`src/rtl/plic_pkg.sv`:
```
// Shared PLIC constants, claim-controller state encoding and small helpers.
// PLIC_CLAIM_ERR_EN (optional) enables ignored-complete error tracking in plic_claim_ctrl.
package plic_pkg;

  localparam int PLIC_IRQ_NUM    = 32;
  localparam int PLIC_MAX_OUTSTD = 4;
  localparam int PLIC_HOLDOFF    = 2;

  typedef enum logic [0:0] {
    IDLE = 1'b0,
    HOLD = 1'b1
  } plic_state_e;

  // Saturating 8-bit increment for event counters.
  function automatic logic [7:0] sat_inc8(input logic [7:0] val);
    logic [7:0] res;
    if (val == 8'hFF) begin
      res = val;
    end else begin
      res = val + 8'd1;
    end
    return res;
  endfunction

endpackage

```
`src/rtl/plic_insvc_tbl.sv`:
```
// In-service bitmap plus outstanding-claim counter; set/clear are guarded so the
// counter can neither overflow MAX_OUTSTD nor underflow.
module plic_insvc_tbl
  import plic_pkg::*;
#(
  parameter int IRQ_NUM    = PLIC_IRQ_NUM,
  parameter int IRQ_WIDTH  = $clog2(IRQ_NUM),
  parameter int MAX_OUTSTD = PLIC_MAX_OUTSTD,
  parameter int CNT_WIDTH  = $clog2(MAX_OUTSTD + 1)
) (
  input  logic                 clk_i,
  input  logic                 rst_i,
  input  logic                 set_i,
  input  logic [IRQ_WIDTH-1:0] set_id_i,
  input  logic                 clr_i,
  input  logic [IRQ_WIDTH-1:0] clr_id_i,
  output logic [IRQ_NUM-1:0]   insvc_o,
  output logic [CNT_WIDTH-1:0] cnt_o,
  output logic                 full_o
);

  logic [IRQ_NUM-1:0]   insvc_r, insvc_nxt_s;
  logic [CNT_WIDTH-1:0] cnt_r, cnt_nxt_s;
  logic                 do_set_s, do_clr_s;

  assign insvc_o = insvc_r;
  assign cnt_o   = cnt_r;
  assign full_o  = (cnt_r == MAX_OUTSTD[CNT_WIDTH-1:0]);

  // Next bitmap and count from the guarded set/clear requests.
  always_comb begin
    insvc_nxt_s = insvc_r;
    cnt_nxt_s   = cnt_r;
    do_set_s    = set_i && !full_o && !insvc_r[set_id_i];
    do_clr_s    = clr_i && insvc_r[clr_id_i] && (cnt_r != CNT_WIDTH'(0));
    if (do_clr_s) begin
      insvc_nxt_s[clr_id_i] = 1'b0;
    end else begin
      insvc_nxt_s = insvc_nxt_s;
    end
    if (do_set_s) begin
      insvc_nxt_s[set_id_i] = 1'b1;
    end else begin
      insvc_nxt_s = insvc_nxt_s;
    end
    case ({do_set_s, do_clr_s})
      2'b10:   cnt_nxt_s = cnt_r + CNT_WIDTH'(1);
      2'b01:   cnt_nxt_s = cnt_r - CNT_WIDTH'(1);
      default: cnt_nxt_s = cnt_r;
    endcase
  end

  // Table state registers.
  always_ff @(posedge clk_i or posedge rst_i) begin
    if (rst_i) begin
      insvc_r <= {IRQ_NUM{1'b0}};
      cnt_r   <= CNT_WIDTH'(0);
    end else begin
      insvc_r <= insvc_nxt_s;
      cnt_r   <= cnt_nxt_s;
    end
  end

endmodule

```
`src/rtl/plic_claim_ctrl.sv`:
```
// Per-target PLIC claim/complete controller with post-strobe holdoff masking.
// Optional macro PLIC_CLAIM_ERR_EN adds err_o / err_cnt_o for ignored completes.
module plic_claim_ctrl
  import plic_pkg::*;
#(
  parameter int IRQ_NUM    = PLIC_IRQ_NUM,
  parameter int IRQ_WIDTH  = $clog2(IRQ_NUM),
  parameter int MAX_OUTSTD = PLIC_MAX_OUTSTD,
  parameter int HOLDOFF    = PLIC_HOLDOFF
) (
  input  logic                 clk_i,
  input  logic                 rst_i,
  input  logic                 irq_i,
  input  logic [IRQ_WIDTH-1:0] id_i,
  input  logic                 claim_rd_i,
  output logic [IRQ_WIDTH-1:0] claim_data_o,
  output logic                 claim_vld_o,
  input  logic                 comp_wr_i,
  input  logic [IRQ_WIDTH-1:0] comp_id_i,
  output logic                 clam_o,
  output logic                 comp_o,
  output logic [IRQ_WIDTH-1:0] tgt_id_o,
  output logic [IRQ_NUM-1:0]   insvc_o,
  output logic                 eip_o
`ifdef PLIC_CLAIM_ERR_EN
  ,
  output logic                 err_o,
  output logic [7:0]           err_cnt_o
`endif
);

  localparam int HCW = $clog2(HOLDOFF + 1);
  localparam int CW  = $clog2(MAX_OUTSTD + 1);

  plic_state_e          state_r, state_nxt_s;
  logic [HCW-1:0]       hold_r, hold_nxt_s;
  logic [IRQ_NUM-1:0]   insvc_s;
  logic [CW-1:0]        cnt_s;
  logic                 full_s, eip_s, comp_acc_s, claim_acc_s;
  logic                 id_ok_s, comp_id_ok_s;
  logic [IRQ_WIDTH-1:0] claim_data_r, tgt_id_r;
  logic                 claim_vld_r, clam_r, comp_r;

  assign id_ok_s      = (id_i != IRQ_WIDTH'(0)) && ({1'b0, id_i} < IRQ_NUM[IRQ_WIDTH:0]);
  assign comp_id_ok_s = (comp_id_i != IRQ_WIDTH'(0)) && ({1'b0, comp_id_i} < IRQ_NUM[IRQ_WIDTH:0]);
  assign eip_s        = (state_r == IDLE) && irq_i && id_ok_s && !insvc_s[id_i] && !full_s;
  assign comp_acc_s   = comp_wr_i && comp_id_ok_s && insvc_s[comp_id_i];
  // A colliding complete wins; the claim then gets the zero response.
  assign claim_acc_s  = claim_rd_i && eip_s && !comp_acc_s;

  plic_insvc_tbl #(
    .IRQ_NUM   (IRQ_NUM),
    .IRQ_WIDTH (IRQ_WIDTH),
    .MAX_OUTSTD(MAX_OUTSTD),
    .CNT_WIDTH (CW)
  ) u_insvc_tbl (
    .clk_i   (clk_i),
    .rst_i   (rst_i),
    .set_i   (claim_acc_s),
    .set_id_i(id_i),
    .clr_i   (comp_acc_s),
    .clr_id_i(comp_id_i),
    .insvc_o (insvc_s),
    .cnt_o   (cnt_s),
    .full_o  (full_s)
  );

  // Holdoff FSM next state: any accepted strobe (re)loads the counter.
  always_comb begin
    state_nxt_s = state_r;
    hold_nxt_s  = hold_r;
    if (claim_acc_s || comp_acc_s) begin
      state_nxt_s = HOLD;
      hold_nxt_s  = HOLDOFF[HCW-1:0];
    end else begin
      case (state_r)
        HOLD: begin
          if (hold_r <= HCW'(1)) begin
            state_nxt_s = IDLE;
            hold_nxt_s  = HCW'(0);
          end else begin
            hold_nxt_s = hold_r - HCW'(1);
          end
        end
        default: begin
          state_nxt_s = IDLE;
          hold_nxt_s  = HCW'(0);
        end
      endcase
    end
  end

  // Holdoff FSM state registers.
  always_ff @(posedge clk_i or posedge rst_i) begin
    if (rst_i) begin
      state_r <= IDLE;
      hold_r  <= HCW'(0);
    end else begin
      state_r <= state_nxt_s;
      hold_r  <= hold_nxt_s;
    end
  end

  // Registered claim response and single-cycle core strobes.
  always_ff @(posedge clk_i or posedge rst_i) begin
    if (rst_i) begin
      claim_vld_r  <= 1'b0;
      claim_data_r <= IRQ_WIDTH'(0);
      clam_r       <= 1'b0;
      comp_r       <= 1'b0;
      tgt_id_r     <= IRQ_WIDTH'(0);
    end else begin
      claim_vld_r  <= claim_rd_i;
      claim_data_r <= claim_acc_s ? id_i : IRQ_WIDTH'(0);
      clam_r       <= claim_acc_s;
      comp_r       <= comp_acc_s;
      tgt_id_r     <= comp_acc_s ? comp_id_i : (claim_acc_s ? id_i : IRQ_WIDTH'(0));
    end
  end

  assign claim_vld_o  = claim_vld_r;
  assign claim_data_o = claim_data_r;
  assign clam_o       = clam_r;
  assign comp_o       = comp_r;
  assign tgt_id_o     = tgt_id_r;
  assign insvc_o      = insvc_s;
  assign eip_o        = eip_s;

`ifdef PLIC_CLAIM_ERR_EN
  logic       err_r;
  logic [7:0] err_cnt_r;

  // Sticky flag and saturating count of ignored completes.
  always_ff @(posedge clk_i or posedge rst_i) begin
    if (rst_i) begin
      err_r     <= 1'b0;
      err_cnt_r <= 8'd0;
    end else if (comp_wr_i && !comp_acc_s) begin
      err_r     <= 1'b1;
      err_cnt_r <= sat_inc8(err_cnt_r);
    end else begin
      err_r     <= err_r;
      err_cnt_r <= err_cnt_r;
    end
  end

  assign err_o     = err_r;
  assign err_cnt_o = err_cnt_r;
`endif

endmodule

```
`config.mk`:
```
export PLATFORM = sky130hd
export DESIGN_NAME = plic_claim_ctrl
export DESIGN_NICKNAME = d
export VERILOG_FILES = /design/src/rtl/plic_pkg.sv /design/src/rtl/plic_insvc_tbl.sv /design/src/rtl/plic_claim_ctrl.sv
export SDC_FILE = /design/constraint.sdc
export NUM_CORES = 1
export LEC_CHECK = 0
export BUFFER_PORTS_ARGS = -buffer_cell sky130_fd_sc_hd__buf_2
export CORE_MARGIN = 2
export CORE_UTILIZATION = 45
export DETAILED_ROUTE_END_ITERATION = 10
export PLACE_DENSITY = 0.66
export SKIP_CTS_REPAIR_TIMING = 1
export SLEW_MARGIN = 20
export SYNTH_ARGS = -nofsm -noshare
export SYNTH_HDL_FRONTEND = slang
export SYNTH_HIERARCHICAL = 1
export SYNTH_SLANG_ARGS = --single-unit
```
`constraint.sdc`:
```
create_clock -name clk_i -period 6.7 [get_ports clk_i]
set_clock_uncertainty 0.05 [all_clocks]
set_input_delay 0.67 -clock clk_i [delete_from_list [all_inputs] [get_ports clk_i]]
set_output_delay 0.67 -clock clk_i [all_outputs]
set_load 0.01 [all_outputs]
```
* Word-level counts from Yosys, hierarchy flattened
Cells that the tools add are included.
** Storage, ports and cells
- Flip-flop bits (word level) :: 51
- Input bits :: 15
- Output and inout port bits :: 46
** Cells by class
- Add/subtract/negate cells :: 3
- Order comparisons :: 5
- Equal/unequal tests :: 3
- Muxes and demuxes :: 19
- Bitwise operators :: 4
- Reduce and logical (&&, ||, !) cells :: 22
** Operators with widths (number)
- 2-to-1 mux 32 bit :: 2
- AND 32 bit :: 1
- inverter 32 bit :: 1
- OR 32 bit :: 1
- logical AND 1 bit :: 14
- < comparator 5 x 6 -> 1 bit (second input constant) :: 2
- binary-select mux 1 bit (select 5 bit) :: 2
- demux 1 bit (select 5 bit) :: 2
- greater-or-equal comparator 5 x 1 -> 1 bit (second input constant) :: 2
- 2-to-1 mux 5 bit :: 2
- nonzero test 5 bit :: 2
- 2-to-1 mux 1 bit :: 7
- 2-to-1 mux 2 bit :: 3
- one-hot mux 3 bit (2 select lines) :: 1
- adder 3 x 1 -> 3 bit (second input constant) :: 1
- == test 3 bit (second input constant) :: 1
- logical NOT 1 bit :: 3
- nonzero test 3 bit :: 1
- subtractor 3 x 1 -> 3 bit (second input constant) :: 1
- == test 2 x 1 -> 1 bit (second input constant) :: 1
- == test 2 bit (second input constant) :: 1
- <= comparator 2 x 1 -> 1 bit (second input constant) :: 1
- nonzero test 2 bit :: 1
- subtractor 2 x 1 -> 2 bit (second input constant) :: 1
- 2 further kinds :: 2

* Logic depth before layout (Yosys ltp)
- Depth after elaboration :: 11
- Depth in mapped cells :: 17
- Mapped depth without buffers :: 14

* Modules after synthesis
Netlist, hierarchy kept.
** Modules (own cells, without submodules)
- plic_insvc_tbl :: times used 1, cells each 217, area an instance 2388.5 um^2, seq. area each 875.8 um^2
- plic_claim_ctrl :: times used 1, cells each 123, area an instance 1347.5 um^2, seq. area each 400.4 um^2

* Least setup slack after synthesis
No wires, ideal clock.
- Kind :: in2reg
- Start :: input port comp_id_i[0]
- End :: register u_insvc_tbl.cnt_r[2], in the netlist u_insvc_tbl/cnt_o[2]
- Arrival :: 3.371 ns
- Data required time :: 6.525 ns
- Path slack :: 3.154 ns
- Cell stages on the path :: 17
- Cells stage by stage :: buf_6 -> mux4_2 -> a22oi_2 -> a41oi_4 -> and2_4 -> buf_6 -> buf_12 -> nor4_2 -> nand2_1 -> a211oi_1 -> o21ai_1 -> ha_1 -> inv_1 -> fa_1 -> xor2_1 -> nor2_1 -> xor2_1
** On the way
- Longest elaborated chain between the ends :: 9
- Elaborated cells between the ends (all ways) :: 15
- Classes of those cells :: 2 x eq/ne; 3 x mux; 10 x reduce/logical
** RTL lines
- start: declaration :: RTL line plic_claim_ctrl.sv:19 : input logic [IRQ_WIDTH-1:0] comp_id_i,
- binary-select mux 1 bit (select 5 bit) or nonzero test 5 bit (tied branches) :: RTL line plic_claim_ctrl.sv:47, plic_claim_ctrl.sv:45
- 2-to-1 mux 1 bit (implied by the code) or logical AND 1 bit (tied branches) :: RTL line plic_claim_ctrl.sv:47 : assign comp_acc_s = comp_wr_i && comp_id_ok_s && insvc_s[comp_id_i];
- logical AND 1 bit (*) :: RTL line plic_claim_ctrl.sv:47
- via comp_acc_s :: RTL line plic_claim_ctrl.sv:39 : logic full_s, eip_s, comp_acc_s, claim_acc_s;
- logical NOT 1 bit (*) :: RTL line plic_claim_ctrl.sv:49 : assign claim_acc_s = claim_rd_i && eip_s && !comp_acc_s;
- logical AND 1 bit (*) :: RTL line plic_claim_ctrl.sv:49
- via claim_acc_s :: RTL line plic_claim_ctrl.sv:39
- logical AND 1 bit (*) (2 in a row) :: RTL line plic_insvc_tbl.sv:34 : do_set_s = set_i && !full_o && !insvc_r[set_id_i];
- == test 2 x 1 -> 1 bit or == test 2 bit (tied branches) :: RTL line plic_insvc_tbl.sv:46 : case ({do_set_s, do_clr_s})
- one-hot mux 3 bit (2 select lines) or nonzero test 2 bit (tied branches)
- end signal: assignment :: RTL line plic_insvc_tbl.sv:60 : cnt_r <= cnt_nxt_s;
- end: declaration :: RTL line plic_insvc_tbl.sv:23 : logic [CNT_WIDTH-1:0] cnt_r, cnt_nxt_s;
Mark *: on every way through the listed nets, which the timed path passes. The rest lies on a longest branch. The select of a mux whose other input is x is not followed.
A chain may end at the register's enable or synchronous reset.

* Worst setup path in the final report
- Start :: input port id_i[1]
- End :: register u_insvc_tbl.cnt_r[2], in the netlist u_insvc_tbl/cnt_o[2]
** On the way
- Longest elaborated chain between the ends :: 11
- Elaborated cells between the ends (all ways) :: 15
- Classes of those cells :: 2 x eq/ne; 3 x mux; 10 x reduce/logical
** RTL lines
- start: declaration :: RTL line plic_claim_ctrl.sv:14 : input logic [IRQ_WIDTH-1:0] id_i,
- binary-select mux 1 bit (select 5 bit) :: RTL line plic_claim_ctrl.sv:46 : assign eip_s = (state_r == IDLE) && irq_i && id_ok_s && !insvc_s[id_i] && !full_s;
- 2-to-1 mux 1 bit (implied by the code) :: RTL line plic_claim_ctrl.sv:46
- logical NOT 1 bit :: RTL line plic_claim_ctrl.sv:46
- logical AND 1 bit (*) (2 in a row) :: RTL line plic_claim_ctrl.sv:46
- logical AND 1 bit (*) (2 in a row) :: RTL line plic_claim_ctrl.sv:49
- via claim_acc_s :: RTL line plic_claim_ctrl.sv:39
- logical AND 1 bit (*) (2 in a row) :: RTL line plic_insvc_tbl.sv:34
- == test 2 x 1 -> 1 bit or == test 2 bit (tied branches) :: RTL line plic_insvc_tbl.sv:46
- one-hot mux 3 bit (2 select lines) or nonzero test 2 bit (tied branches)
Marked as above.

==> impl_metrics.ini <==
[detailed_routing]
avgRoutedWirePerCell_um = 23.3
drtIter0Drc = 425
ant_nets = 0
vias = 3320
drc = 0
firstDrtPassIters = 5
routed_via_density = 6.82
wirelength_um = 11300

[synthesis]
synth_area_leader_cell = dfrtp_1
synth_top_area_share_pct = 34.2
synthCells = 340
synth.avg_cell_area_um2 = 11.0
yosysMostFrequentCell = dfrtp_1
yosysUniqueCellTypes = 68
ys_async_sr_fraction_pct = 100
seq_area_frac_synth_pct = 34.2
synth_flop_cell = dfrtp_1
syn-num-nets = 357
synth_seq_cells = 51
synth_edf_count = 0
ys_top_cells_by_area = dfrtp_1 (34%), mux4_2 (9.0%), mux2i_1 (7.5%)
syn-cell-area_mm2 = 0.00374
synth.top_cells.by_count = dfrtp_1 (51), o31ai_1 (31), mux2i_1 (28)
yosys_warnings = 6

[worst_setup_path]
cp.buffers_inverters = 2
regToRegSetupSlack_ps = 3130
worst_path_max_delay_cell = mux4_2
critPathCaptureType = flop
crit_arrival_ps = 4130
critical_path_class = in2reg
r2r_cells = 14
r2r_end = u_insvc_tbl/cnt_o[2]$_DFFE_PP0P_
cpMostUsedCell = xor2_1
reg2reg_from = u_insvc_tbl/insvc_o[31]$_DFF_PP0_
cp_cell_sequence = buf_2 > mux4_2 > mux2_2 > a32oi_1 > nand3_2 > nor4_2 > nand2_1 > a211oi_1 > o21ai_1 > ha_1 > inv_1 > fa_1 > xor2_1 > nor2_1 > xor2_1
worstSetupStartpointType = input pin
worstPathRequired_ps = 6860
cp_top_family = multiplexers
max_stage_delay_ps = 580
cp_max_fo = 25

[clocking]
clkLatencyLatePin_ps = 310
path_clk_slew_ps = 100
clockBufferDepth = 2
clockRootBuffer = clkbuf_8
cts_buffers = 5
cts_tree = yes
clkSinkCount = 51
htreeDepth = 2

[timing]
drv_slew = 0
tightest_slew_ps = 1130
slew_headroom_pct = 24.4
rsz0062_at_grt = no
period_minus_slack_ps = 3970
fmax_mhz = 252
setup_tns_ps = 0
period_share_pct = 59.3
hold_violations = 0
final-setup-viol-count = 0

[power_and_ir_drop]
leakage_nw = 1.79
p_per_area_mw_per_mm2 = 282
peakVddDrop_v = 0.000133

[placement]
dpl.hpwl_um = 7730
io_buffers = 60
placedCellCount = 479
globalplace.congestion = 0.879

[global_route]
grt_pass1_vias = 3146
grt_max_degree = 37
grt-ovfl-total = 0
grtUsageMet3_pct = 4.03
grt_usage_pct = 26.1
grt_antenna_before_repair = 0
grt_util_met2_pct = 40.0
busiest_layer = met2
globalRouteMet1Util_pct = 37.8
grt_pass1_wl_um = 17800

[finish]
fin_nets = 398
drive_gt1_share_pct = 30.9
finish.utilization_pct = 50.9
area.growth.synth_to_final_pct = 10.9
diodes = 0
layout.cells.non_filler = 487

[floorplan]
die_h_um = 95.1
io_pins = 61
die_w_um = 95.1
core-area_mm2 = 0.00813
dieArea_mm2 = 0.00905
fp-row-count = 33
start_util_pct = 45.9

[outcome]
outcome = completed

[min_path]
holdCritPathClass = in2async

[job]
max_cap_viol_count = 0
[registers in the layout, indices dropped and copies added (netlist names)]
register and cells:
claim_data_o 5, comp_o 1, hold_r 2, clam_o 1
tgt_id_o 5, u_insvc_tbl/cnt_o 3, u_insvc_tbl/insvc_o 32, claim_vld_o 1
state_r 1
[cell families after synthesis]
group                      count (synthesis)  synth area share [%]
xor gates and xnor gates                   3                 0.703
AOI/OAI and AO/OA                        101                  21.9
DFF                                       51                  34.2
buffers and inverters                     38                  6.06
muxes                                     53                  20.8
and+or+nand+nor                           92                  15.6
adders and majority gates                  2                 0.871
[placed cells by master (no fill, tap or decap), types with 2 or more instances in the layout]
| cell type | netlist | routed |
|---|---|---|
| nor2_1 | 11 | 11 |
| nor4_4 | 2 | 2 |
| o41ai_1 | 12 | 12 |
| o31ai_1 | 31 | 31 |
| nand3_1 | 15 | 15 |
| inv_1 | 10 | 10 |
| nand4_1 | 2 | 2 |
| buf_2 | 6 | 60 |
| nor2b_1 | 7 | 7 |
| or3_1 | 2 | 2 |
| nand2_1 | 15 | 15 |
| bufinv_16 | 0 | 2 |
| o31ai_2 | 3 | 3 |
| nor3_1 | 5 | 5 |
| a211oi_1 | 3 | 3 |
| or3b_4 | 2 | 2 |
| mux4_1 | 3 | 3 |
| nand3b_1 | 6 | 6 |
| clkbuf_8 | 0 | 5 |
| nand4b_1 | 4 | 4 |
| and3_1 | 3 | 3 |
| o41ai_2 | 4 | 4 |
| o21ai_0 | 8 | 8 |
| mux2_2 | 6 | 6 |
| mux2i_1 | 28 | 28 |
| a22oi_1 | 4 | 4 |
| o22ai_2 | 3 | 3 |
| o22ai_1 | 5 | 5 |
| nor3b_1 | 2 | 2 |
| mux4_2 | 15 | 15 |
| o21ai_1 | 15 | 15 |
| buf_4 | 1 | 2 |
| dfrtp_1 | 51 | 51 |
| xor2_1 | 2 | 2 |
| nand2b_1 | 3 | 3 |
[metrics by stage]
step	total power, mW	setup WS [ps]	instance area [um^2]	hold slack, ps
6_report	1.17	2730	4140	359
5_1_grt	1.23	2380	4140	413
4_1_cts	1.17	2720	4140	374
3_5_place_dp	0.901	2390	4000	381
3_3_place_gp	0.890	2500	4000	369
2_1_floorplan	0.748	3150	3740	361
[where the power goes]
part	switching, mW	internal, mW	total, mW	leakage (nW)
combinational	0.220	0.190	0.410	1.04
clock	0.111	0.152	0.262	0.0703
sequential	0.125	0.371	0.496	0.678
[cell type report]
type,count,area (um^2)
Sequential cell,51,1280
Tap cell,105,131
Fill cell,738,3990
Clock inverter,3,71.3
Multi-Input combinational cell,251,2240
Timing Repair Buffer,62,315
Clock buffer,5,68.8
Inverter,10,37.5
[worst register-to-register path, stage by stage, from the launching register on]
cell      delay [ps]
dfrtp_1          500
mux4_2           510
mux2_2           290
a32oi_1          280
nand3_2          260
nor4_2           340
nand2_1          120
a211oi_1         200
o21ai_1          110
ha_1             220
inv_1             70
fa_1             180
xor2_1           150
nor2_1            60
xor2_1           140
[metal layers]
layer | wire length [um] | share of wire [%] | vias up
met3 | 1070 | 9.5 | 22
met1 | 4850 | 43 | 1657
met4 | 234 | 2.1 | 0
met2 | 5190 | 46 | 200
li1 | - | - | 1441
met5 | 0 | 0 | -
[worst max-delay path by stage]
stage / start / endpoint / slack, ps / cells past startpoint
2_1_floorplan: comp_id_i[0] / u_insvc_tbl/cnt_o[2]$_DFFE_PP0P_ / 3150 / 17
3_3_place_gp: id_i[1] / u_insvc_tbl/cnt_o[2]$_DFFE_PP0P_ / 2500 / 15
3_5_place_dp: id_i[1] / u_insvc_tbl/cnt_o[2]$_DFFE_PP0P_ / 2390 / 15
4_1_cts: id_i[1] / u_insvc_tbl/cnt_o[2]$_DFFE_PP0P_ / 2720 / 15
5_1_grt: id_i[1] / u_insvc_tbl/cnt_o[2]$_DFFE_PP0P_ / 2380 / 15
6_report: id_i[1] / u_insvc_tbl/cnt_o[2]$_DFFE_PP0P_ / 2730 / 15
Note: power is estimated with default switching activity, not from simulation.
